**src/rtl/song_sequencer_pkg.sv**
```systemverilog
// Shared audio package for the beat/tick scheduler.
// Holds the 12-bit note-row layout, the sequencer state enum and the
// default song timing constants used by song_sequencer.
package song_sequencer_pkg;

  localparam int unsigned TICKS_PER_BEAT_DEF = 6;
  localparam int unsigned SONG_LEN_DEF       = 288;
  localparam int unsigned POS_W_DEF          = 9;

  // Note-row layout, MSB first:
  // {mel_trig, mel_oct[1:0], mel_note[2:0], bass_trig, bass_oct[1:0], bass_note[2:0]}
  localparam int unsigned ROW_W          = 12;
  localparam int unsigned MEL_TRIG_BIT   = 11;
  localparam int unsigned MEL_OCT_LSB    = 9;
  localparam int unsigned MEL_NOTE_LSB   = 6;
  localparam int unsigned BASS_TRIG_BIT  = 5;
  localparam int unsigned BASS_OCT_LSB   = 3;
  localparam int unsigned BASS_NOTE_LSB  = 0;
  localparam int unsigned OCT_W          = 2;
  localparam int unsigned NOTE_W         = 3;

  typedef struct packed {
    logic              mel_trig;
    logic [OCT_W-1:0]  mel_oct;
    logic [NOTE_W-1:0] mel_note;
    logic              bass_trig;
    logic [OCT_W-1:0]  bass_oct;
    logic [NOTE_W-1:0] bass_note;
  } note_row_t;

  typedef enum logic {
    IDLE  = 1'b0,
    FETCH = 1'b1
  } seq_state_e;

endpackage

```
**src/rtl/song_sequencer.sv**
```systemverilog
// Beat/tick scheduler for the two-voice square-wave engine.
// Counts frame ticks into beats, steps the song position (wrapping at
// SONG_LEN), fetches each new note row from the shared note ROM over a
// req/ack handshake and drives the voice note registers, trigger pulses
// and envelope-decay strobes.
//
// Ports:
//   clk, rst_n            clock, async active-low reset
//   frame_tick            one-cycle start-of-frame pulse
//   run                   level, 0 = paused
//   restart               one-cycle pulse, next beat plays row 0
//   rom_req/rom_addr      note-ROM read request and row address
//   rom_ack/rom_data      note-ROM data strobe and 12-bit row
//   mel_*/bass_*          current voice notes/octaves and trigger pulses
//   decay                 one-cycle envelope-decay strobe (non-beat ticks)
//   songpos               current song row
//   overrun               sticky, a tick arrived during a fetch
//
// state | meaning
// IDLE  | counting ticks, no fetch outstanding
// FETCH | rom_req held high waiting for rom_ack
module song_sequencer
  import song_sequencer_pkg::*;
#(
  parameter int unsigned TICKS_PER_BEAT = TICKS_PER_BEAT_DEF,
  parameter int unsigned SONG_LEN       = SONG_LEN_DEF,
  parameter int unsigned POS_W          = POS_W_DEF
) (
  input  logic             clk,
  input  logic             rst_n,
  input  logic             frame_tick,
  input  logic             run,
  input  logic             restart,
  output logic             rom_req,
  output logic [POS_W-1:0] rom_addr,
  input  logic             rom_ack,
  input  logic [ROW_W-1:0] rom_data,
  output logic [2:0]       mel_note,
  output logic [1:0]       mel_oct,
  output logic [2:0]       bass_note,
  output logic [1:0]       bass_oct,
  output logic             mel_trig,
  output logic             bass_trig,
  output logic             decay,
  output logic [POS_W-1:0] songpos,
  output logic             overrun
);

  localparam int unsigned CTR_W = 4;
  localparam logic [CTR_W-1:0] CTR_BEAT    = CTR_W'(TICKS_PER_BEAT);
  localparam logic [CTR_W-1:0] CTR_PRELOAD = CTR_W'(TICKS_PER_BEAT - 1);
  localparam logic [POS_W-1:0] POS_LAST    = POS_W'(SONG_LEN - 1);

  seq_state_e        state_q, state_d;
  logic [CTR_W-1:0]  ctr_q, ctr_d, ctr_next;
  logic [POS_W-1:0]  songpos_q, songpos_d;
  logic [POS_W-1:0]  rom_addr_q, rom_addr_d;
  logic              rom_req_q, rom_req_d;
  logic              discard_q, discard_d;
  logic [2:0]        mel_note_q, mel_note_d, bass_note_q, bass_note_d;
  logic [1:0]        mel_oct_q, mel_oct_d, bass_oct_q, bass_oct_d;
  logic              mel_trig_q, mel_trig_d, bass_trig_q, bass_trig_d;
  logic              decay_q, decay_d;
  logic              overrun_q, overrun_d;
  note_row_t         row;

  assign row      = note_row_t'(rom_data);
  assign ctr_next = ctr_q + 1'b1;

  always_comb begin
    state_d     = state_q;
    ctr_d       = ctr_q;
    songpos_d   = songpos_q;
    rom_addr_d  = rom_addr_q;
    rom_req_d   = rom_req_q;
    discard_d   = discard_q;
    mel_note_d  = mel_note_q;
    mel_oct_d   = mel_oct_q;
    bass_note_d = bass_note_q;
    bass_oct_d  = bass_oct_q;
    mel_trig_d  = 1'b0;
    bass_trig_d = 1'b0;
    decay_d     = 1'b0;
    overrun_d   = overrun_q;

    case (state_q)
      IDLE: begin
        if (frame_tick && run && !restart) begin
          if (ctr_next == CTR_BEAT) begin
            ctr_d      = '0;
            songpos_d  = (songpos_q == POS_LAST) ? '0 : songpos_q + 1'b1;
            rom_addr_d = (songpos_q == POS_LAST) ? '0 : songpos_q + 1'b1;
            rom_req_d  = 1'b1;
            state_d    = FETCH;
          end else begin
            ctr_d   = ctr_next;
            decay_d = 1'b1;
          end
        end
      end
      FETCH: begin
        // A tick cannot be serviced while the ROM is busy; record the loss.
        if (frame_tick && !restart) overrun_d = 1'b1;
        if (rom_ack) begin
          state_d   = IDLE;
          rom_req_d = 1'b0;
          discard_d = 1'b0;
          // Rows fetched before a restart belong to the old song position.
          if (!discard_q && !restart) begin
            mel_note_d  = row.mel_note;
            mel_oct_d   = row.mel_oct;
            bass_note_d = row.bass_note;
            bass_oct_d  = row.bass_oct;
            mel_trig_d  = row.mel_trig;
            bass_trig_d = row.bass_trig;
          end
        end
      end
      default: state_d = IDLE;
    endcase

    // Preloading the counter makes the very next accepted tick a beat to row 0.
    if (restart) begin
      songpos_d = POS_LAST;
      ctr_d     = CTR_PRELOAD;
      overrun_d = 1'b0;
      if (state_q == FETCH && !rom_ack) discard_d = 1'b1;
    end
  end

  always_ff @(posedge clk or negedge rst_n) begin
    if (!rst_n) begin
      state_q     <= IDLE;
      ctr_q       <= '0;
      songpos_q   <= POS_LAST;
      rom_addr_q  <= '0;
      rom_req_q   <= 1'b0;
      discard_q   <= 1'b0;
      mel_note_q  <= '0;
      mel_oct_q   <= '0;
      bass_note_q <= '0;
      bass_oct_q  <= '0;
      mel_trig_q  <= 1'b0;
      bass_trig_q <= 1'b0;
      decay_q     <= 1'b0;
      overrun_q   <= 1'b0;
    end else begin
      state_q     <= state_d;
      ctr_q       <= ctr_d;
      songpos_q   <= songpos_d;
      rom_addr_q  <= rom_addr_d;
      rom_req_q   <= rom_req_d;
      discard_q   <= discard_d;
      mel_note_q  <= mel_note_d;
      mel_oct_q   <= mel_oct_d;
      bass_note_q <= bass_note_d;
      bass_oct_q  <= bass_oct_d;
      mel_trig_q  <= mel_trig_d;
      bass_trig_q <= bass_trig_d;
      decay_q     <= decay_d;
      overrun_q   <= overrun_d;
    end
  end

  assign rom_req   = rom_req_q;
  assign rom_addr  = rom_addr_q;
  assign mel_note  = mel_note_q;
  assign mel_oct   = mel_oct_q;
  assign bass_note = bass_note_q;
  assign bass_oct  = bass_oct_q;
  assign mel_trig  = mel_trig_q;
  assign bass_trig = bass_trig_q;
  assign decay     = decay_q;
  assign songpos   = songpos_q;
  assign overrun   = overrun_q;

endmodule

```
**config.mk**
```make
export PLATFORM = sky130hd
export DESIGN_NAME = song_sequencer
export DESIGN_NICKNAME = d
export VERILOG_FILES = /design/src/rtl/song_sequencer_pkg.sv /design/src/rtl/song_sequencer.sv
export SDC_FILE = /design/constraint.sdc
export NUM_CORES = 1
export LEC_CHECK = 0
export CAP_MARGIN = 20
export CELL_PAD_IN_SITES_DETAIL_PLACEMENT = 2
export CELL_PAD_IN_SITES_GLOBAL_PLACEMENT = 2
export CORE_AREA = 2 2 89 91
export DETAILED_ROUTE_END_ITERATION = 8
export DIE_AREA = 0 0 91 93
export GPL_ROUTABILITY_DRIVEN = 0
export MAX_ROUTING_LAYER = met4
export PLACE_DENSITY = 0.78
export SETUP_SLACK_MARGIN = 0.15
export SLEW_MARGIN = 20
export SYNTH_ARGS = -nofsm -noshare
export SYNTH_HDL_FRONTEND = slang
export SYNTH_SLANG_ARGS = --single-unit
```
**constraint.sdc**
```tcl
create_clock -name clk -period 2.7 [get_ports clk]
set_clock_uncertainty 0.1 [all_clocks]
set_input_delay 0.54 -clock clk [delete_from_list [all_inputs] [get_ports clk]]
set_output_delay 0.54 -clock clk [all_outputs]
set_load 0.005 [all_outputs]
```
# Word level (Yosys, flattened, before mapping)
# Cells that the tools add are included.
[op_classes] mux=33 n_eq_ne=6 reduce_logical=18 addsub=2 bitwise_logic=1
[ops] cell="$mux 9" count=5
[ops] cell="$mux 1" count=22
[ops] cell="$mux 4" count=4
[ops] cell="$reduce_and 3->1" count=4
[ops] cell="$add 9x1->9 const B" count=1
[ops] cell="$eq 9x9->1 const B" count=1
[ops] cell="$ne 2x2->1 const B" count=4
[ops] cell="$reduce_bool 2->1" count=4
[ops] cell="$logic_and 1x1->1" count=5
[ops] cell="$add 4x1->4 const B" count=1
[ops] cell="$eq 4x3->1 const B" count=1
[ops] cell="$pmux 1 s2" count=2
[ops] cell="$reduce_and 2->1" count=2
[ops] cell="$logic_not 1->1" count=3
[ops] cell="$not 1->1" count=1
[totals] reg_bits=39 elab_cells=74 out_inout_bits=33

# Depth between registers and ports, before layout
# Gate-level depths: netlist (run 1).
[logic_depth] depth_word=6 mapped_depth=6

# Worst setup path before layout (run 1)
# OpenSTA, ideal clock, no wires.
[synth_path] path_kind="register to register" start="reg ctr_q[0]" end="reg rom_addr_q[0], in the netlist rom_addr[0]" setup_ns=0.125 path_stages_with_launch=6 t_arrival_ns=1.746 n_path_buf=0 period_less_slack_ns=1.971 slack_ns=0.729 cell_sequence="dfrtp_1 ha_1 and2b_1 a31oi_4 nor3_4 mux2_2"
[synth_between] elab_chain_len=3
[synth_rtl] element="from (decl)" line="song_sequencer.sv:55" source="logic [CTR_W-1:0] ctr_q, ctr_d, ctr_next;"
[synth_rtl] element="from (signal assigned)" line="song_sequencer.sv:149" source="ctr_q <= ctr_d;"
[synth_rtl] element="$add 4x1->4" line="song_sequencer.sv:68" source="assign ctr_next = ctr_q + 1'b1;"
[synth_rtl] element="$eq 4x3->1" line="song_sequencer.sv:89" source="if (ctr_next == CTR_BEAT) begin"
[synth_rtl] element="$reduce_and 3->1 (no line)"
[synth_rtl] element="to (signal assigned)" line="song_sequencer.sv:151" source="rom_addr_q <= rom_addr_d;"
[synth_rtl] element="to (decl)" line="song_sequencer.sv:57" source="logic [POS_W-1:0] rom_addr_q, rom_addr_d;"
# No other way between the ends.
# A chain may end at the register's enable or synchronous reset.

# Worst setup path after layout (run 1)
[layout_path] start="reg ctr_q[0]" end="reg rom_addr_q[6], in the netlist rom_addr[6]"
# The elaborated chain is that of the path after synthesis.

==> parameters.txt, run 1 <==
Parameter                              Value

Run status
  Run status ... completed

Logic synthesis
  Number of synthesized flops with an enable pin ... 0
  FFs w/ async S/R, synth ... between 90% and 100%
  Area share of the largest cell type after synthesis ... a little over two fifths
  Number of distinct standard cells referenced by the synthesized netlist ... 45
  YS warnings ... 0
  Dominant register cell in the synthesized netlist ... dfrtp_1
  Cell area after synthesis ... ~1900 um^2
  Net count of the mapped netlist ... between 150 and 200
  Synthesized flop and latch total ... 39
  Cell taking the most area after synthesis ... dfrtp_1
  Sequential cell area fraction in the yosys report ... between 50% and 60%
  Post-synthesis average cell area ... 11.6 um^2
  Dominant cells by area after synthesis ... dfrtp_1 (43%), mux2_2 (10%), dfstp_2 (8.3%)
  Count of mapped cells out of synthesis ... between 150 and 200

Flow run
  Maximum Capacitance Violations ... 0

Clocking
  Post CTS Setup Buffer Count ... 0
  H-tree levels ... 2
  Skew-Pair Late Insertion Delay ... 0.29 ns
  Clock transition at path regs ... roughly 0.080 ns
  CTS tree ... yes
  Post-cts sizing count ... 0
  Clk root buf ... clkbuf_8
  Cts bufs inserted ... 5
  Deepest clock path buffer count ... 2
  Total clock sinks ... 39
  Hold-fix buffers at CTS ... 0

Critical path
  Critical path startpoint ... ctr_q[0]
  Kind of end point of the critical path ... register
  Arr. time, crit path ... approximately 2.4 ns
  Minimum setup slack among reg-to-reg paths ... 0.42 ns
  Maximum fanout encountered on the critical timing path ... 15
  Data required time at the worst endpoint ... roughly 2.8 ns
  Worst reg2reg path depth ... 6
  Launch point of the worst reg-to-reg path ... ctr_q[0]
  Kind of launch point of the worst setup path ... register
  Class of the most critical setup path ... reg -> reg
  Reg-to-Reg End ... rom_addr[6]

Drt
  Overall routed net length ... 5190 um
  Antenna-violating nets left ... 0
  Initial DRC Count ... 36
  Detailed Routing Iterations Pass 1 ... 3
  Via density ... about 4.8
  WL/cell ... between 15 and 20 um
  Total DRC errors in the routed layout ... 0
  Total number of vias ... 1546

Power
  Power per cell area ... around 810 nW/um^2
  Worst vdd rail ir drop ... ~0.35 mV
  Static power due to leakage ... about 1.1 nW

Global routing
  GRT overflow ... 0
  Global router's overall resource usage ... 13.1%
  Largest net degree at the start of global routing ... 40
  Number of antenna violations at the first check in global routing ... 0
  Global-route wire length before repair ... a little under 9000 um
  Via count of the first global-routing pass ... 1733

Final layout
  Layout Cell Area excl Fill ... about 2700 um^2
  Fraction of layout instances using a drive strength above 1 ... ~18%
  P&R area growth vs syn ... 40.2%
  Number of nets in the layout ... 242
  Highest-count cells in the layout ignoring fill and taps ... clkdlybuf4s50_1 (49), dfrtp_1 (33), mux2_2 (17)
  Most common library cell in the layout ignoring fill and taps ... clkdlybuf4s50_1
  ANT cells ... 0

Die
  Core area ... around 7500 um^2
  Y dimension of the die ... ~93 um
  Number of standard-cell rows in the floorplan ... 32
  Chip Width ... roughly 90 um
  Starting utilization of the core area ... 25.3%
  Number of top-level pins ... 51
  Die outline area ... roughly 8500 um^2

STA
  Setup Viol. Count Final ... 0
  Pin slew with the least headroom to its limit ... between 0.8 and 0.9 ns
  Number of pins exceeding their max-slew limit in the final report ... 0
  Max frequency ... between 0.4 and 0.5 GHz
  Number of hold violations in the final report ... 0
  Final sum of negative setup slack ... 0 ns
  Final Worst Setup Slack ... around 0.42 ns
  Setup repair after global routing missed its margin ... no
  Minimum hold slack ... 0.271 ns
  Final critical-path share of the clock period ... about 84%
  Normalized max-slew margin ... roughly 41%
  Shortest period the worst path allows ... roughly 2.3 ns

Place
  Pre-CTS worst setup slack ... roughly 0.26 ns
  Placement-stage cell area ... between 2000 and 3000 um^2
  Detail Placement HPWL ... approximately 3700 um
  IO Port Bufs ... 50

Hold path
  Worst hold path type ... in -> async
[state kept, by name (all words and copies together) (netlist names), 2 cells and up, named ones only]
| register | count |
|---|---|
| bass_note | 3 |
| bass_oct | 2 |
| ctr_q | 4 |
| mel_note | 3 |
| mel_oct | 2 |
| rom_addr | 9 |
| songpos | 9 |
[worst max-delay path by stage]
stage / end / slack (ns) / cells past startpoint
2_1_floorplan: rom_addr[0] / 0.73 / 5
3_3_place_gp: songpos[6] / 0.29 / 6
3_5_place_dp: songpos[6] / 0.26 / 6
4_1_cts: rom_addr[6] / 0.40 / 6
5_1_grt: rom_addr[1] / 0.29 / 6
6_report: rom_addr[6] / 0.42 / 6
[final cells by class]
| type | instances | area (um^2) |
|---|---|---|
| fill | 832 | 4850 |
| multi-input combinational | 112 | 865 |
| inverter | 7 | 26.3 |
| clock inverter | 2 | 60.1 |
| clock buffer | 6 | 72.6 |
| tap | 102 | 128 |
| timing repair buffer | 56 | 541 |
| sequential | 39 | 983 |
[where the power goes]
part	internal, mW	switching, mW	leakage (nW)
sequential	0.746	0.109	0.488
clock	0.370	0.208	0.0654
combinational	0.441	0.292	0.510
total	1.56	0.609	1.06
[cells in the mapped netlist, drive strengths merged, types with 3 or more instances]
master,number
a21oi,8
and2,3
buf,4
clkbuf,3
dfrtp,33
dfstp,6
ha,3
inv,7
mux2,17
nand2,8
nand3,5
nor2,6
nor3,5
nor4,4
o21ai,3
o31ai,4
or3,4
xnor2,6
[per-stage QoR]
step / power [mW] / instances / utilization [%]
floorplan: 1.19 / 165 / -
global placement: 1.58 / 316 / 33.8
detailed placement: 1.61 / 316 / 33.8
CTS: 2.21 / 324 / 35.5
global route: 2.30 / 324 / 35.5
finish: 2.17 / 324 / 35.5
[layer usage]
| layer | track usage, % | up-vias | wire (um) |
|---|---|---|---|
| met2 | 22.0 | 39 | 2580 |
| met4 | 2.65 | 0 | 34 |
| met5 | - | - | 0 |
| met3 | 3.79 | 5 | 275 |
| met1 | 15.7 | 784 | 2300 |
| li1 | - | 718 | - |
[kinds of logic after synthesis]
group,after synthesis,synth area share (%)
AOI/OAI and AO/OA,33,12.9
xor gates and xnor gates,8,3.67
adders and majority gates,3,1.97
buffers and inverters,14,3.15
DFF,39,51.5
muxes,18,10.6
and+or+nand+nor,50,16.3
[critical path: stages, from the launching register on]
cell,delay (ns)
dfrtp_1,0.46
ha_1,0.30
nor3b_1,0.36
a31oi_4,0.16
nor3_4,0.20
buf_4,0.23
mux2_2,0.35
(Power assumes the default switching activity.)
==> run 2, diff against run 1 <==
- clock period: 2.7 -> 2.2 ns (I/O delays scaled with it)
==> run 2 against run 1 <==
Via count rose by 6.2%. Critical path type unchanged. Clock power decreased by 10%. Hold slack improved by 0.12 ns. Sequential power grew 23%. Highest routed layer unchanged. Non-clock buffer count rose by 22.
==> parameters.txt, run 2 (same netlist as run 1, synthesis figures left out) <==
Parameter                              Value

Critical path
  Chain of cells forming the critical path ... buf_4 > inv_1 > ha_2 > nand2_1 > buf_4 > o31a_1 > or3_1
  Kind of end point of the critical path ... register
  Class of the most critical setup path ... reg -> reg
  Delay contributed by the slowest stage of the critical path ... 0.39 ns (-0.07 ns)
  Maximum fanout encountered on the critical timing path ... 8 (-7)
  Crit path max-delay cell type ... dfrtp_1
  Minimum setup slack among reg-to-reg paths ... 0.20 ns (-0.22 ns)
  Reg-to-Reg End ... songpos[2]
  Most frequent cell on the critical path ... buf_4
  Launch point of the worst reg-to-reg path ... ctr_q[1]
  Buffers and inverters on the worst path ... 3 (+2)
  Worst reg2reg path depth ... 7 (+1)
  Data required time at the worst endpoint ... 2.33 ns (-0.45 ns)
  Kind of launch point of the worst setup path ... register
  Cell family contributing the most delay on the critical path ... simple AND/OR/NAND/NOR gates
  Arr. time, crit path ... 2.13 ns (-0.23 ns)

Place
  Placement-stage cell area ... 2680 um^2 (+5.4%)
  Detail Placement HPWL ... 4030 um (+10%)
  Pre-CTS worst setup slack ... -0.0634 ns (-0.319 ns)
  IO Port Bufs ... 50 (unchanged)

Global routing
  GRT overflow ... 0 (unchanged)
  Global-route wire length before repair ... 9890 um (+14%)
  Number of antenna violations at the first check in global routing ... 0 (unchanged)
  Largest net degree at the start of global routing ... 40 (unchanged)
  Via count of the first global-routing pass ... 1897 (+9.5%)
  Global router's overall resource usage ... 15.3% (+2.3 points)

STA
  Number of pins exceeding their max-slew limit in the final report ... 0 (unchanged)
  Final Worst Setup Slack ... 0.199 ns (-0.222 ns)
  Pin slew with the least headroom to its limit ... 0.346 ns (-0.540 ns)
  Shortest period the worst path allows ... 2.00 ns (-0.278 ns)
  Normalized max-slew margin ... 76.9% (+36 points)
  Setup repair after global routing missed its margin ... no
  Final sum of negative setup slack ... 0 ns (unchanged)
  Setup Viol. Count Final ... 0 (unchanged)
  Max frequency ... 0.500 GHz (+14%)
  Number of hold violations in the final report ... 0 (unchanged)
  Final critical-path share of the clock period ... 91.0% (+6.5 points)

Hold path
  Hold path startpoint ... rom_req
  Worst hold path depth ... 1
  Worst hold path type ... reg -> reg
  Worst-case hold path end point ... rom_req

Drt
  WL/cell ... 17.4 um (+8.8%)
  Via density ... 4.75 (-0.54%)
  Overall routed net length ... 6030 um (+16%)
  Detailed Routing Iterations Pass 1 ... 4 (+1)
  Antenna-violating nets left ... 0 (unchanged)
  Total DRC errors in the routed layout ... 0 (unchanged)
  Total number of vias ... 1642 (+6.2%)
  Initial DRC Count ... 56 (+56%)

Die
  Y dimension of the die ... 93 um (unchanged)
  Number of top-level pins ... 51 (unchanged)
  Number of standard-cell rows in the floorplan ... 32 (unchanged)
  Starting utilization of the core area ... 25.3% (unchanged)
  Die outline area ... 8460 um^2 (unchanged)
  Chip Width ... 91 um (unchanged)
  Core area ... 7530 um^2 (unchanged)

Power
  Worst vdd rail ir drop ... 0.464 mV (+33%)
  Power per cell area ... 909 nW/um^2 (+12%)
  Pwr Total ... 2.62 mW (+21%)
  Static power due to leakage ... 1.16 nW (+9.4%)

Clocking
  Total clock sinks ... 39 (unchanged)
  Skew-Pair Late Insertion Delay ... 0.31 ns (+0.02 ns)
  Clk root buf ... clkbuf_8
  CTS tree ... yes
  Deepest clock path buffer count ... 2 (unchanged)
  Cts bufs inserted ... 5 (unchanged)
  H-tree levels ... 2 (unchanged)
  Clock transition at path regs ... 0.09 ns (about the same)

Final layout
  End-of-flow core utilization ... 38.3% (+2.7 points)
  Most common library cell in the layout ignoring fill and taps ... clkdlybuf4s50_1
  Fraction of layout instances using a drive strength above 1 ... 31.1% (+13 points)
  Highest-count cells in the layout ignoring fill and taps ... clkdlybuf4s50_1 (49), dfrtp_1 (33), buf_4 (25)
  ANT cells ... 0 (unchanged)
  P&R area growth vs syn ... 51.0%
  Number of nets in the layout ... 264 (+9.1%)
  Layout Cell Area excl Fill ... 2880 um^2 (+7.7%)

Run status
  Run status ... completed

Flow run
  Maximum Capacitance Violations ... 0 (unchanged)
-- run 2: cell count changes in the layout (fill, tap and decap cells not counted), moves of 2 or more --
| cell | before | now |
|---|---|---|
| ha_2 | 0 | 2 |
| ha_1 | 3 | 0 |
| bufinv_16 | 2 | 0 |
| buf_12 | 0 | 2 |
| buf_4 | 6 | 25 |
| clkinvlp_4 | 0 | 2 |
-- run 2: how the worst max path moves through the flow --
stage | depth (start not counted) | start | end | slack, ns
after global placement | 6 | frame_tick | rom_addr[5] | -0.03
after floorplan | 5 | ctr_q[0] | rom_addr[0] | 0.23
after detailed placement | 6 | frame_tick | rom_addr[5] | -0.06
final | 7 | ctr_q[1] | songpos[2] | 0.20
after CTS | 6 | songpos[1] | songpos[6] | 0.15
after global routing | 7 | ctr_q[1] | songpos[2] | 0.11
-- run 2: what timing repair did --
item                                    CTS  global route
resized for setup                         4            11
setup buffers                             3             3
endpoints found under the setup margin   10            19
pin swaps                                 1             0
hold buffers                              1             0
endpoints found under the hold margin    18             0
-- run 2: where the power goes --
part	total, mW	leakage, nW	internal [mW]	switching (mW)
Sequential	1.05	0.488	0.916	0.132
Clock	0.520	0.0408	0.227	0.293
Combinational	1.05	0.634	0.636	0.417
Total	2.62	1.16	1.78	0.842
-- run 2: cell type report --
class | count | area, um^2
fillers | 826 | 4650
flip-flops and latches | 39 | 983
multi-input cells | 112 | 918
repair buffers | 78 | 733
well taps | 102 | 128
clock buffers | 5 | 68.8
inverters | 7 | 26.3
clock inverters | 3 | 23.8
-- run 2: stage by stage --
| step | instances | hold WS (ns) |
|---|---|---|
| after detailed placement | 331 | 0.330 |
| after global routing | 346 | 0.410 |
| final | 346 | 0.395 |
| after floorplan | 165 | 0.0444 |
| after CTS | 343 | 0.397 |
| after global placement | 331 | 0.342 |
-- run 2: per-layer routing --
| layer | wire, um | global-route usage [%] | up-vias |
|---|---|---|---|
| met1 | 2600 | 18.1 | 826 |
| met3 | 231 | 3.14 | 9 |
| met4 | 112 | 5.30 | 0 |
| met2 | 3090 | 26.1 | 43 |
| li1 | - | - | 764 |
| met5 | 0 | - | - |
-- run 2: worst reg2reg max path, stage by stage (launching register included) --
cell	delay [ns]
dfrtp_1	0.39
buf_4	0.15
inv_1	0.07
ha_2	0.23
nand2_1	0.18
buf_4	0.22
o31a_1	0.25
or3_1	0.33
